--- config.mk ---
export PLATFORM = sky130hd
export DESIGN_NAME = gerenciador_interrupcao
export DESIGN_NICKNAME = d
export VERILOG_FILES = /design/src/rtl/izero_pkg.sv /design/src/rtl/gerenciador_interrupcao_contador_quantum.sv /design/src/rtl/gerenciador_interrupcao.sv
export SDC_FILE = /design/constraint.sdc
export NUM_CORES = 1
export LEC_CHECK = 0
export ABC_AREA = 1
export BUFFER_PORTS_ARGS = -buffer_cell sky130_fd_sc_hd__buf_2
export CORE_MARGIN = 5
export CORE_UTILIZATION = 46
export CTS_BUF_LIST = sky130_fd_sc_hd__clkbuf_4 sky130_fd_sc_hd__clkbuf_8
export CTS_CLUSTER_DIAMETER = 150
export DETAILED_ROUTE_END_ITERATION = 16
export GPL_ROUTABILITY_DRIVEN = 1
export PLACE_DENSITY = 0.82
export SYNTH_ARGS = -nofsm -noshare
export SYNTH_HDL_FRONTEND = slang
export SYNTH_SLANG_ARGS = --single-unit
--- constraint.sdc ---
create_clock -name clk -period 1.51 [get_ports clk]
set_input_delay 0.2265 -clock clk [delete_from_list [all_inputs] [get_ports clk]]
set_output_delay 0.2265 -clock clk [all_outputs]
set_load 0.01 [all_outputs]
--- src/rtl/izero_pkg.sv ---
// Constants shared by the control unit and the interrupt controller:
// cause codes, controller state encoding and the control-flow opcodes.
package izero_pkg;

   localparam logic [5:0] INTR_NONE    = 6'd0;
   localparam logic [5:0] INTR_TIMER   = 6'd1;
   localparam logic [5:0] INTR_IO      = 6'd2;
   localparam logic [5:0] INTR_SYSCALL = 6'd3;
   localparam logic [5:0] INTR_HALT    = 6'd4;

   localparam logic [5:0] OP_J     = 6'b111100;
   localparam logic [5:0] OP_JTM   = 6'b111101;
   localparam logic [5:0] OP_JAL   = 6'b111110;
   localparam logic [5:0] OP_JF    = 6'b010101;
   localparam logic [5:0] OP_RTYPE = 6'b000000;
   localparam logic [5:0] FUNC_JR  = 6'b010010;

   typedef enum logic [1:0] {
      S_KERNEL = 2'd0,
      S_USER   = 2'd1,
      S_IRQ    = 2'd2,
      S_WAIT   = 2'd3
   } estado_t;

   // A cause may only be taken when the issuing instruction does not redirect the PC.
   function automatic logic ponto_seguro(input logic [5:0] op, input logic [5:0] func);
      logic salto;
      salto = (op == OP_J) || (op == OP_JTM) || (op == OP_JAL) || (op == OP_JF) ||
              ((op == OP_RTYPE) && (func == FUNC_JR));
      return !salto;
   endfunction

endpackage

--- src/rtl/gerenciador_interrupcao_contador_quantum.sv ---
// Quantum counter: counts enabled cycles and pulses expire on the last count of
// the quantum, wrapping back to zero in the same cycle.
module contador_quantum
   import izero_pkg::*;
#(
   parameter int unsigned          QUANTUM_W = 16,
   parameter logic [QUANTUM_W-1:0] QUANTUM   = 16'd500
) (
   input  logic clk,
   input  logic rst,
   input  logic enable,
   input  logic clear,
   output logic expire
);

   localparam logic [QUANTUM_W-1:0] ULTIMO = QUANTUM - 1'b1;

   logic [QUANTUM_W-1:0] conta_q, conta_d;

   assign expire = enable && (conta_q == ULTIMO);

   always_comb begin
      conta_d = conta_q;
      if (clear) begin
         conta_d = '0;
      end else if (enable) begin
         conta_d = expire ? '0 : conta_q + 1'b1;
      end
   end

   always_ff @(posedge clk) begin
      if (!rst) begin
         conta_q <= '0;
      end else begin
         conta_q <= conta_d;
      end
   end

endmodule

--- src/rtl/gerenciador_interrupcao.sv ---
// Interrupt controller behind the control unit's intr/inta/clearIntr handshake.
// Optional serviced-interrupt counter enabled by defining IRQ_COUNT_EN.
module gerenciador_interrupcao
   import izero_pkg::*;
#(
   parameter int unsigned          QUANTUM_W = 16,
   parameter logic [QUANTUM_W-1:0] QUANTUM   = 16'd500,
   parameter int unsigned          PC_W      = 32
) (
   input  logic            clk,
   input  logic            rst,
   input  logic [5:0]      op,
   input  logic [5:0]      func,
   input  logic [PC_W-1:0] pc,
   input  logic            userMode,
   input  logic            kernelMode,
   input  logic            isHalt,
   input  logic            inta,
   input  logic            inputDone,
   input  logic            clearIntr,
   output logic            intr,
   output logic [5:0]      intrCode,
   output logic [PC_W-1:0] intrPC,
   output logic            isUser,
   output logic [31:0]     intrCount
);

   estado_t         estado_q, estado_d;
   logic [5:0]      codigo_q, codigo_d;
   logic [PC_W-1:0] pc_q, pc_d;
   logic            tmr_pend_q, tmr_pend_d;
   logic            io_pend_q, io_pend_d;
   logic            io_armado_q, io_armado_d;
   logic            expira, limpa_quantum;

   contador_quantum #(
      .QUANTUM_W (QUANTUM_W),
      .QUANTUM   (QUANTUM)
   ) u_contador_quantum (
      .clk    (clk),
      .rst    (rst),
      .enable (estado_q == S_USER),
      .clear  (limpa_quantum),
      .expire (expira)
   );

   always_comb begin
      estado_d      = estado_q;
      codigo_d      = codigo_q;
      pc_d          = pc_q;
      limpa_quantum = 1'b0;
      // Events landing this cycle count as pending so they can win immediately.
      tmr_pend_d    = tmr_pend_q | expira;
      io_pend_d     = io_pend_q | inputDone;
      io_armado_d   = io_armado_q | (inta && (estado_q == S_USER));

      unique case (estado_q)
         S_KERNEL: begin
            if (userMode) begin
               estado_d      = S_USER;
               limpa_quantum = 1'b1;
            end
         end
         S_USER: begin
            if (kernelMode) begin
               // Control unit already redirects the PC on syscall, so no intr pulse.
               estado_d = S_WAIT;
               codigo_d = INTR_SYSCALL;
               pc_d     = pc;
            end else if (ponto_seguro(op, func)) begin
               if (isHalt) begin
                  estado_d = S_IRQ;
                  codigo_d = INTR_HALT;
                  pc_d     = pc;
               end else if (io_pend_d) begin
                  estado_d    = S_IRQ;
                  codigo_d    = INTR_IO;
                  pc_d        = pc;
                  io_pend_d   = 1'b0;
                  io_armado_d = 1'b0;
               end else if (tmr_pend_d) begin
                  estado_d   = S_IRQ;
                  codigo_d   = INTR_TIMER;
                  pc_d       = pc;
                  tmr_pend_d = 1'b0;
               end
            end
         end
         S_IRQ: begin
            estado_d = S_WAIT;
         end
         S_WAIT: begin
            if (userMode) begin
               estado_d      = S_USER;
               codigo_d      = INTR_NONE;
               limpa_quantum = 1'b1;
            end else if (clearIntr) begin
               estado_d = S_KERNEL;
               codigo_d = INTR_NONE;
            end
         end
         default: begin
            estado_d = S_KERNEL;
         end
      endcase
   end

   always_ff @(posedge clk) begin
      if (!rst) begin
         estado_q    <= S_KERNEL;
         codigo_q    <= INTR_NONE;
         pc_q        <= '0;
         tmr_pend_q  <= 1'b0;
         io_pend_q   <= 1'b0;
         io_armado_q <= 1'b0;
      end else begin
         estado_q    <= estado_d;
         codigo_q    <= codigo_d;
         pc_q        <= pc_d;
         tmr_pend_q  <= tmr_pend_d;
         io_pend_q   <= io_pend_d;
         io_armado_q <= io_armado_d;
      end
   end

   assign intr     = (estado_q == S_IRQ);
   assign isUser   = (estado_q == S_USER);
   assign intrCode = codigo_q;
   assign intrPC   = pc_q;

`ifdef IRQ_COUNT_EN
   logic [31:0] contagem_q;
   logic        entra_espera;

   assign entra_espera = (estado_d == S_WAIT) && (estado_q != S_WAIT);

   always_ff @(posedge clk) begin
      if (!rst) begin
         contagem_q <= '0;
      end else if (entra_espera && (contagem_q != 32'hFFFF_FFFF)) begin
         contagem_q <= contagem_q + 32'd1;
      end
   end

   assign intrCount = contagem_q;
`else
   assign intrCount = 32'd0;
`endif

endmodule

---- After elaboration in Yosys (flattened, before gate mapping) ----
Index checks and enable logic that the tools add are counted.
storage, ports and cells
  flip-flop bits (word level) ............. 58
  output and inout port bits .............. 72
  input bits .............................. 52
  word-level logic and storage cells ...... 73
operators by class
  reductions and logical operators ........ 15
  equal/unequal tests ..................... 14
  multiplexer cells ....................... 34
  add/subtract/negate cells ............... 1
  bitwise operators ....................... 3
operators with widths
  operator               count
  $mux 32                5
  $mux 6                 7
  $eq 6x6->1 const B     3
  $add 16x1->16 const B  1
  $eq 16x9->1 const B    1
  $mux 16                1
  $mux 2                 8
  $eq 6x5->1 const B     2
  $pmux 6 s2             1
  $mux 1                 11
  $pmux 2 s4             1
  $reduce_and 4->1       2
  $logic_not 6->1        1
  $ne 3x3->1 const B     2
  $ne 5x5->1 const B     1
  $eq 2x2->1 const B     2
  $logic_or 1x1->1       4
  $ne 2x2->1 const B     2
  $reduce_bool 4->1      1
  $reduce_or 2->1        2
  $reduce_and 3->1       1
  $eq 2x1->1 const B     1
  $logic_and 1x1->1      2
  $logic_not 2->1        1
  3 further kinds        4

---- Logic depth before layout (Yosys ltp) ----
Gate-level depths: netlist of the first run.
  word-level depth ........................ 9
  gate-level depth with buffers ........... 15
  mapped depth without buffers ............ 14

---- By module ----
From an unflattened synthesis of the first run, not the netlist that was laid out.
second synthesis, totals
  cell total of the unflattened synthesis .. 498
  area, all modules ....................... 3,583.4 um^2
by module, submodules not included
  module                   cells each  area an instance (um^2)  sequential area each (um^2)  instances
  gerenciador_interrupcao  344         2,617.5                  780.7                        1
  contador_quantum         154         965.9                    320.3                        1

---- Worst setup path after synthesis of the first run ----
Ideal clock, no wire load.
  path type ............................... reg-to-reg
  from .................................... register estado_q[1]
  to ...................................... register pc_q[10], in the netlist intrPC[10]
  data required time ...................... 1.392 ns
  path buffers ............................ 2
  setup time .............................. 0.118 ns
  period minus slack after synthesis ...... 1.712 ns
  arrival time ............................ 1.593 ns
  slack ................................... -0.202 ns
  stages on the path, launching flop included .. 14
  cells stage by stage .................... dfxtp_1 -> inv_1 -> ha_1 -> buf_6 -> nand2_1 -> inv_1 -> nand2_2 -> nor2_4 -> nand2_4 -> nand3_4 -> nand3_4 -> buf_6 -> nand2_2 -> a21boi_2
on the way
  longest elaborated chain between the ends .. 5
ends and longest elaborated chain
  element                                RTL line                                        text
  start: declaration                     gerenciador_interrupcao.sv:28                   estado_t estado_q, estado_d;
  start signal: assignment               gerenciador_interrupcao.sv:117                  estado_q <= estado_d;
  $eq 2x1->1 (*)                         n/a
  via isUser                             gerenciador_interrupcao.sv:24                   output logic isUser,
  $logic_and 1x1->1                      gerenciador_interrupcao_contador_quantum.sv:20  assign expire = enable && (conta_q == ULTIMO);
  $or 1x1->1                             gerenciador_interrupcao.sv:53                   tmr_pend_d = tmr_pend_q | expira;
  $reduce_bool 4->1 (no source line)     n/a
  $reduce_and 3->1 (no source line) (*)  n/a
  end signal: assignment                 gerenciador_interrupcao.sv:119                  pc_q <= pc_d;
  end: declaration                       gerenciador_interrupcao.sv:30                   logic [PC_W-1:0] pc_q, pc_d;
Mark *: on every way through the listed nets, which the timed path passes. The rest lies on a longest branch.
A chain may end at the register's enable or synchronous reset.

---- Worst setup path in the final report of the first run ----
  from .................................... register estado_q[1]
  to ...................................... register pc_q[17], in the netlist intrPC[17]
on the way
  longest elaborated chain between the ends .. 5
ends and longest elaborated chain
  element                                RTL line
  $eq 2x1->1 (*)                         gerenciador_interrupcao.sv:42, gerenciador_interrupcao.sv:57
  $logic_and 1x1->1                      gerenciador_interrupcao_contador_quantum.sv:20
  $or 1x1->1                             gerenciador_interrupcao.sv:53
  $reduce_bool 4->1 (no source line)     n/a
  $reduce_and 3->1 (no source line) (*)  n/a
Mark *: on every way between the ends. The rest lies on a longest branch, timed or not.

==> impl_metrics.yaml, run 1 <==
run_status:
  status: "complete, but fails checks"
  violations: "setup timing"
setup_path:
  cp_slowest_stage_delay_ns: 0.35
  start_kind: "flop"
  arrival_ns: 1.80
  endpoint_kind: "flop"
  critical_path_class: "reg2reg"
  path_cells: "inv_2 > ha_4 > nand2_2 > inv_2 > nand2_2 > nor2_4 > nand2_4 > nand3_4 > nand3_4 > buf_12 > nand2_1 > a21boi_1"
  path_max_fanout: 25
  cp.required_ns: 1.74
  crit_slowest_cell: "dfxtp_2"
floorplan:
  start_util: 0.469
  dieArea_sq_um: 8600
  num_io_pins: 124
  die_y_microns: 92.8
  core_sq_um: 6720
  die_x_microns: 92.8
  rows: 30
clock_network:
  clk_latency_ns: 0.31
  tritoncts: "done"
  clk_pin_slew_ns: 0.10
  cts.path.max_buffers: 2
  cts_buffers: 5
  hold_buffers: 0
  cts_root_buf: "clkbuf_8"
  cts_sinks: 55
  htreeDepth: 2
layout:
  utilization: 0.584
  drive_gt1_frac: 0.383
  fin_cells: 595
  area_growth_syn_to_layout_pct: 24.6
  fin_nets: 573
  post-route-cell-area_sq_um: 3930
  antenna_cells: 0
pwr:
  powerDensity_nw_per_um2: 1280
  max-vdd-ir-drop_mv: 0.692
  p_leak_nw: 1.83
global_route:
  grt_use_total: 0.173
  antenna_found_initial: 0
  grt_max_degree: 40
  grt-ovfl-total: 0
  grt_pass1_wl_mm: 12.5
  grt_pass1_vias: 2825
logic_synthesis:
  synth_seq_cells: 55
  ys_seq_area_frac: 0.349
  ys_warn_count: 0
  syn-instance-count: 404
  avgSynthCellArea_sq_um: 7.80
  yosysUniqueCellTypes: 36
  synth_area_sq_um: 3150
sta:
  setup_viol: 28
  slew_viol_final: 0
  fin_worst_skew_ns: 0.0100
  worst_slack_ns: -0.0584
  whs_ns: 0.185
  period_minus_slack_ns: 1.57
  clock.fmax_ghz: 0.638
  finalHoldViolCount: 0
  period_share: 1.04
  rsz0062_at_grt: "true"
detailed_routing:
  wl_per_cell_microns: 12.9
  viasPerCell: 4.99
  num_vias: 2972
  dr.pass1.iters: 4
  ant_nets: 0
  drt_iter0_drc: 114
  drcViolationCount: 0
  wl_mm: 7.65
place:
  dp_hpwl_mm: 5.60
  dp_cells: 584
  placed_area_sq_um: 3680
  gp_congestion: 0.816
  io_buffers: 87
  post-place-ws_ns: -0.0775
min_path:
  hp-class: "in2reg"
run:
  maxCapViolations: 0
final cells by class:
cell class,instances,area (sq um)
fillers,588,2790
multi-input cells,294,1720
flip-flops and latches,55,1110
repair buffers,124,762
inverters,35,131
well taps,80,100
clock buffers,5,68.8
clock inverters,2,37.5
what timing repair did:
action | CTS | global route
setup buffers | 3 | 1
endpoints found under the setup margin | 41 | 53
gates resized for setup | 18 | 16
pin swaps | 0 | 3
state kept, by name, summed over array words and instances (netlist names):
register / flops
estado_q: 2
intrCode: 3
intrPC: 32
io_pend_q: 1
tmr_pend_q: 1
u_contador_quantum.conta_q: 16
cell usage after synthesis:
library cell / number / area share
a211oi_1: 2 / 0.0048
a21boi_0: 2 / 0.0048
a21boi_1: 20 / 0.048
a21boi_2: 10 / 0.036
a21oi_1: 10 / 0.016
a221oi_1: 1 / 0.0028
a31o_2: 1 / 0.0028
a31oi_1: 1 / 0.0020
and2_1: 2 / 0.0040
buf_2: 4 / 0.0064
buf_4: 36 / 0.086
buf_6: 5 / 0.018
buf_8: 3 / 0.014
clkbuf_1: 3 / 0.0036
clkbuf_4: 1 / 0.0024
clkbuf_8: 2 / 0.0087
conb_1: 1 / 0.0012
dfxtp_1: 55 / 0.35
ha_1: 6 / 0.024
inv_1: 35 / 0.042
nand2_1: 71 / 0.085
nand2_2: 15 / 0.030
nand2_4: 1 / 0.0036
nand3_1: 9 / 0.014
nand3_4: 2 / 0.011
nand4_1: 37 / 0.073
nor2_1: 40 / 0.048
nor2_2: 3 / 0.0060
nor2_4: 4 / 0.014
nor3_1: 9 / 0.014
nor3b_1: 1 / 0.0024
nor4_1: 2 / 0.0040
o21ai_0: 7 / 0.011
o31ai_1: 1 / 0.0024
xnor2_1: 1 / 0.0028
xor2_1: 1 / 0.0028
path summary, 6_finish.rpt:
path / slack (ns) / cells past startpoint / to / start
max: -0.06 / 12 / intrPC[17]$_SDFFE_PN0P_ / estado_q[1]$_SDFFE_PN0P_
min: 0.19 / 3 / intrPC[1]$_SDFFE_PN0P_ / pc[1]
max reg2reg: -0.06 / 12 / intrPC[17]$_SDFFE_PN0P_ / estado_q[1]$_SDFFE_PN0P_
min reg2reg: 0.46 / 2 / intrPC[16]$_SDFFE_PN0P_ / intrPC[16]$_SDFFE_PN0P_
critical path, delay by kind of cell, from the launching register on:
family | cells | cell delay [ns]
AO/OA/AOI/OAI | 1 | 0.13
adder cells (fa/ha/maj) | 1 | 0.18
buffers and inverters | 3 | 0.26
flip-flops | 1 | 0.35
AND/OR/NAND/NOR | 7 | 0.56
placed cells by master, fill, tap and decap left out, types with 3 or more instances in the layout:
cell / instances
buf_6: 3
nor3_1: 6
nor2_1: 37
clkbuf_8: 5
buf_4: 31
nor2_4: 5
o21ai_0: 6
nand2_1: 63
a21boi_1: 21
nor2_2: 5
inv_2: 3
inv_1: 32
buf_12: 3
buf_2: 87
nand4_1: 37
dfxtp_2: 4
a21boi_2: 11
a21oi_1: 10
ha_1: 3
nand3_1: 9
nor3_2: 3
dfxtp_1: 50
nand2_2: 23
conb_1: 35
metal layers:
metal / routed length (microns) / vias to the layer above / GRT usage
met5: 0 / - / 0
met4: 65 / 0 / 0.0476
met3: 589 / 8 / 0.0390
met2: 3870 / 105 / 0.307
met1: 3130 / 1379 / 0.209
li1: - / 1480 / -
kinds of logic (layout without fill, tap and decap cells):
| kind of cell | Yosys count | count (layout) | synth area share |
|---|---|---|---|
| compound gates | 55 | 55 | 0.130 |
| xor+xnor | 2 | 2 | 0.00556 |
| fa+ha+maj | 6 | 6 | 0.0238 |
| buf+inv | 89 | 166 | 0.181 |
| flops | 55 | 55 | 0.349 |
| other cells | 1 | 35 | 0.00119 |
| simple gates | 196 | 196 | 0.309 |
report_power, final:
group	switching [W]	total, W	internal (W)
sequential	0.000167	0.00191	0.00174
clock	0.000474	0.000959	0.000485
combinational	0.00123	0.00216	0.000925
stage by stage:
stage	total power, W	TNS, ns
after floorplan	0.00343	-2.11
after global placement	0.00392	-0.532
after detailed placement	0.00398	-1.50
after CTS	0.00503	-0.967
after global routing	0.00540	-6.47
final	0.00502	-0.718
Power figures use the tool's default switching activity.
==> inputs of run 2 (changes only) <==
--- a/config.mk
+++ b/config.mk
@@ -13,7 +13,9 @@
 export CTS_CLUSTER_DIAMETER = 150
 export DETAILED_ROUTE_END_ITERATION = 16
 export GPL_ROUTABILITY_DRIVEN = 1
+export MAX_ROUTING_LAYER = met4
 export PLACE_DENSITY = 0.82
+export SLEW_MARGIN = 20
 export SYNTH_ARGS = -nofsm -noshare
 export SYNTH_HDL_FRONTEND = slang
 export SYNTH_SLANG_ARGS = --single-unit
==> run 2 against run 1 <==
Compared with the run above:
- the flow still finishes with violations (setup timing)
- clock power up 0.6%
- register-to-register slack about the same
- sequential share of layout area unchanged
- count of clock-buffer cells in the layout unchanged
- worst setup slack worse by 0.0068 ns
- cell area unchanged
- non-clock buffer count unchanged
- critical endpoint unchanged
- largest cell class unchanged
- highest routed layer unchanged
==> impl_metrics.yaml, run 2 (synthesis results as in run 1) <==
run_status:
  status: "complete, but fails checks"
  violations: "setup timing"
sta:
  finalHoldViolCount: 0
  clock.fmax_ghz: 0.635
  period_minus_slack_ns: 1.58
  slew_viol_final: 0
  fin_worst_skew_ns: 0.0123
  setup_viol: 28
  period_share: 1.04
  worst_slack_ns: -0.0651
  tns_ns: -0.912
  rsz0062_at_grt: "true"
place:
  io_buffers: 87
  gp_congestion: 0.828
  placed_area_sq_um: 3680
  dp_hpwl_mm: 5.60
layout:
  drive_gt1_frac: 0.383
  antenna_cells: 0
  post-route-cell-area_sq_um: 3930
  utilization: 0.584
  largest_reg_flops: 32
  final_cell_mix: "buf_2, nand2_1, dfxtp_1"
  area_growth_syn_to_layout_pct: 24.6
  fin_nets: 573
  fillers: 588
  layout_commonest_cell: "buf_2"
detailed_routing:
  num_vias: 2960
  wl_per_cell_microns: 12.9
  ant_nets: 0
  drt_iter0_drc: 105
  wl_mm: 7.68
  dr.pass1.iters: 4
  viasPerCell: 4.97
  drcViolationCount: 0
floorplan:
  start_util: 0.469
  num_io_pins: 124
  die_y_microns: 92.8
  die_x_microns: 92.8
  rows: 30
  dieArea_sq_um: 8600
  core_sq_um: 6720
clock_network:
  cts_sinks: 55
  hold_buffers: 0
  clk_pin_slew_ns: 0.10
  cts_buffers: 5
  cts.path.max_buffers: 2
  htreeDepth: 2
  cts_root_buf: "clkbuf_8"
  clk_latency_ns: 0.31
  tritoncts: "done"
global_route:
  antenna_found_initial: 0
  grt-ovfl-total: 0
  grt_pass1_wl_mm: 12.5
  grt_max_degree: 40
  grt_use_total: 0.178
  grt_pass1_vias: 2828
setup_path:
  ff2ff_path_depth: 12
  path_max_fanout: 25
  start_kind: "flop"
  arrival_ns: 1.81
  cp.required_ns: 1.74
  endpoint_kind: "flop"
  critical_path_class: "reg2reg"
pwr:
  p_leak_nw: 1.83
  max-vdd-ir-drop_mv: 0.699
  powerDensity_nw_per_um2: 1280
min_path:
  whs_path_depth: 3
  hp-class: "in2reg"
run:
  maxCapViolations: 0
==> run 2: cell counts in the layout (fill, tap and decap cells not counted) <==
No cell type changed its count.
==> run 2: critical path, stage by stage, from the launching register on <==
cell and delay, ns:
dfxtp_2 0.35, inv_2 0.05, ha_4 0.18, nand2_2 0.06, inv_2 0.03, nand2_2 0.06, nor2_4 0.04, nand2_4 0.07
nand3_4 0.12, nand3_4 0.14, buf_12 0.18, nand2_1 0.07, a21boi_1 0.13
==> run 2: worst paths after layout <==
path	start	end	slack (ns)
setup / recovery	estado_q[1]$_SDFFE_PN0P_	intrPC[17]$_SDFFE_PN0P_	-0.07
hold reg to reg	intrPC[16]$_SDFFE_PN0P_	intrPC[16]$_SDFFE_PN0P_	0.46
setup reg to reg	estado_q[1]$_SDFFE_PN0P_	intrPC[17]$_SDFFE_PN0P_	-0.07
hold / removal	pc[1]	intrPC[1]$_SDFFE_PN0P_	0.19
==> run 2: report_power, final <==
| part | internal [W] | switching, W | leakage, nW |
|---|---|---|---|
| clock | 0.000485 | 0.000479 | 0.0502 |
| sequential | 0.00174 | 0.000167 | 0.450 |
| combinational | 0.000925 | 0.00123 | 1.33 |
| total | 0.00315 | 0.00188 | 1.83 |
==> run 2: repair_timing <==
item,in CTS,in global routing
resized for setup,18,16
cloned,0,0
setup endpoints to repair,41,53
hold endpoints to repair,0,0
pin swaps,0,3
buffers inserted,3,1
==> run 2: routing by layer <==
metal,up-vias,part of all wire,GRT usage
met1,1371,0.41,0.208
met4,0,0.014,0.0476
li1,1481,-,-
met5,-,0,-
met2,96,0.50,0.308
met3,12,0.070,0.0382
==> run 2: area by class of cell <==
| cell class | instances | area, sq um | share of cell area |
|---|---|---|---|
| multi-input cells | 294 | 1720 | 0.437 |
| flip-flops and latches | 55 | 1110 | 0.283 |
| repair buffers | 124 | 762 | 0.194 |
| inverters | 35 | 131 | 0.0335 |
| well taps | 80 | 100 | 0.0255 |
| clock buffers | 5 | 68.8 | 0.0175 |
| clock inverters | 2 | 37.5 | 0.00956 |
==> run 2: metrics by stage <==
step	instances	total power, W	worst slack (ns)	hold slack, ns
floorplan	438	0.00343	-0.0795	0.397
global placement	584	0.00392	-0.0252	0.443
detailed placement	584	0.00398	-0.0775	0.449
CTS	594	0.00503	-0.0621	0.182
global route	595	0.00540	-0.213	0.179
finish	595	0.00503	-0.0651	0.187
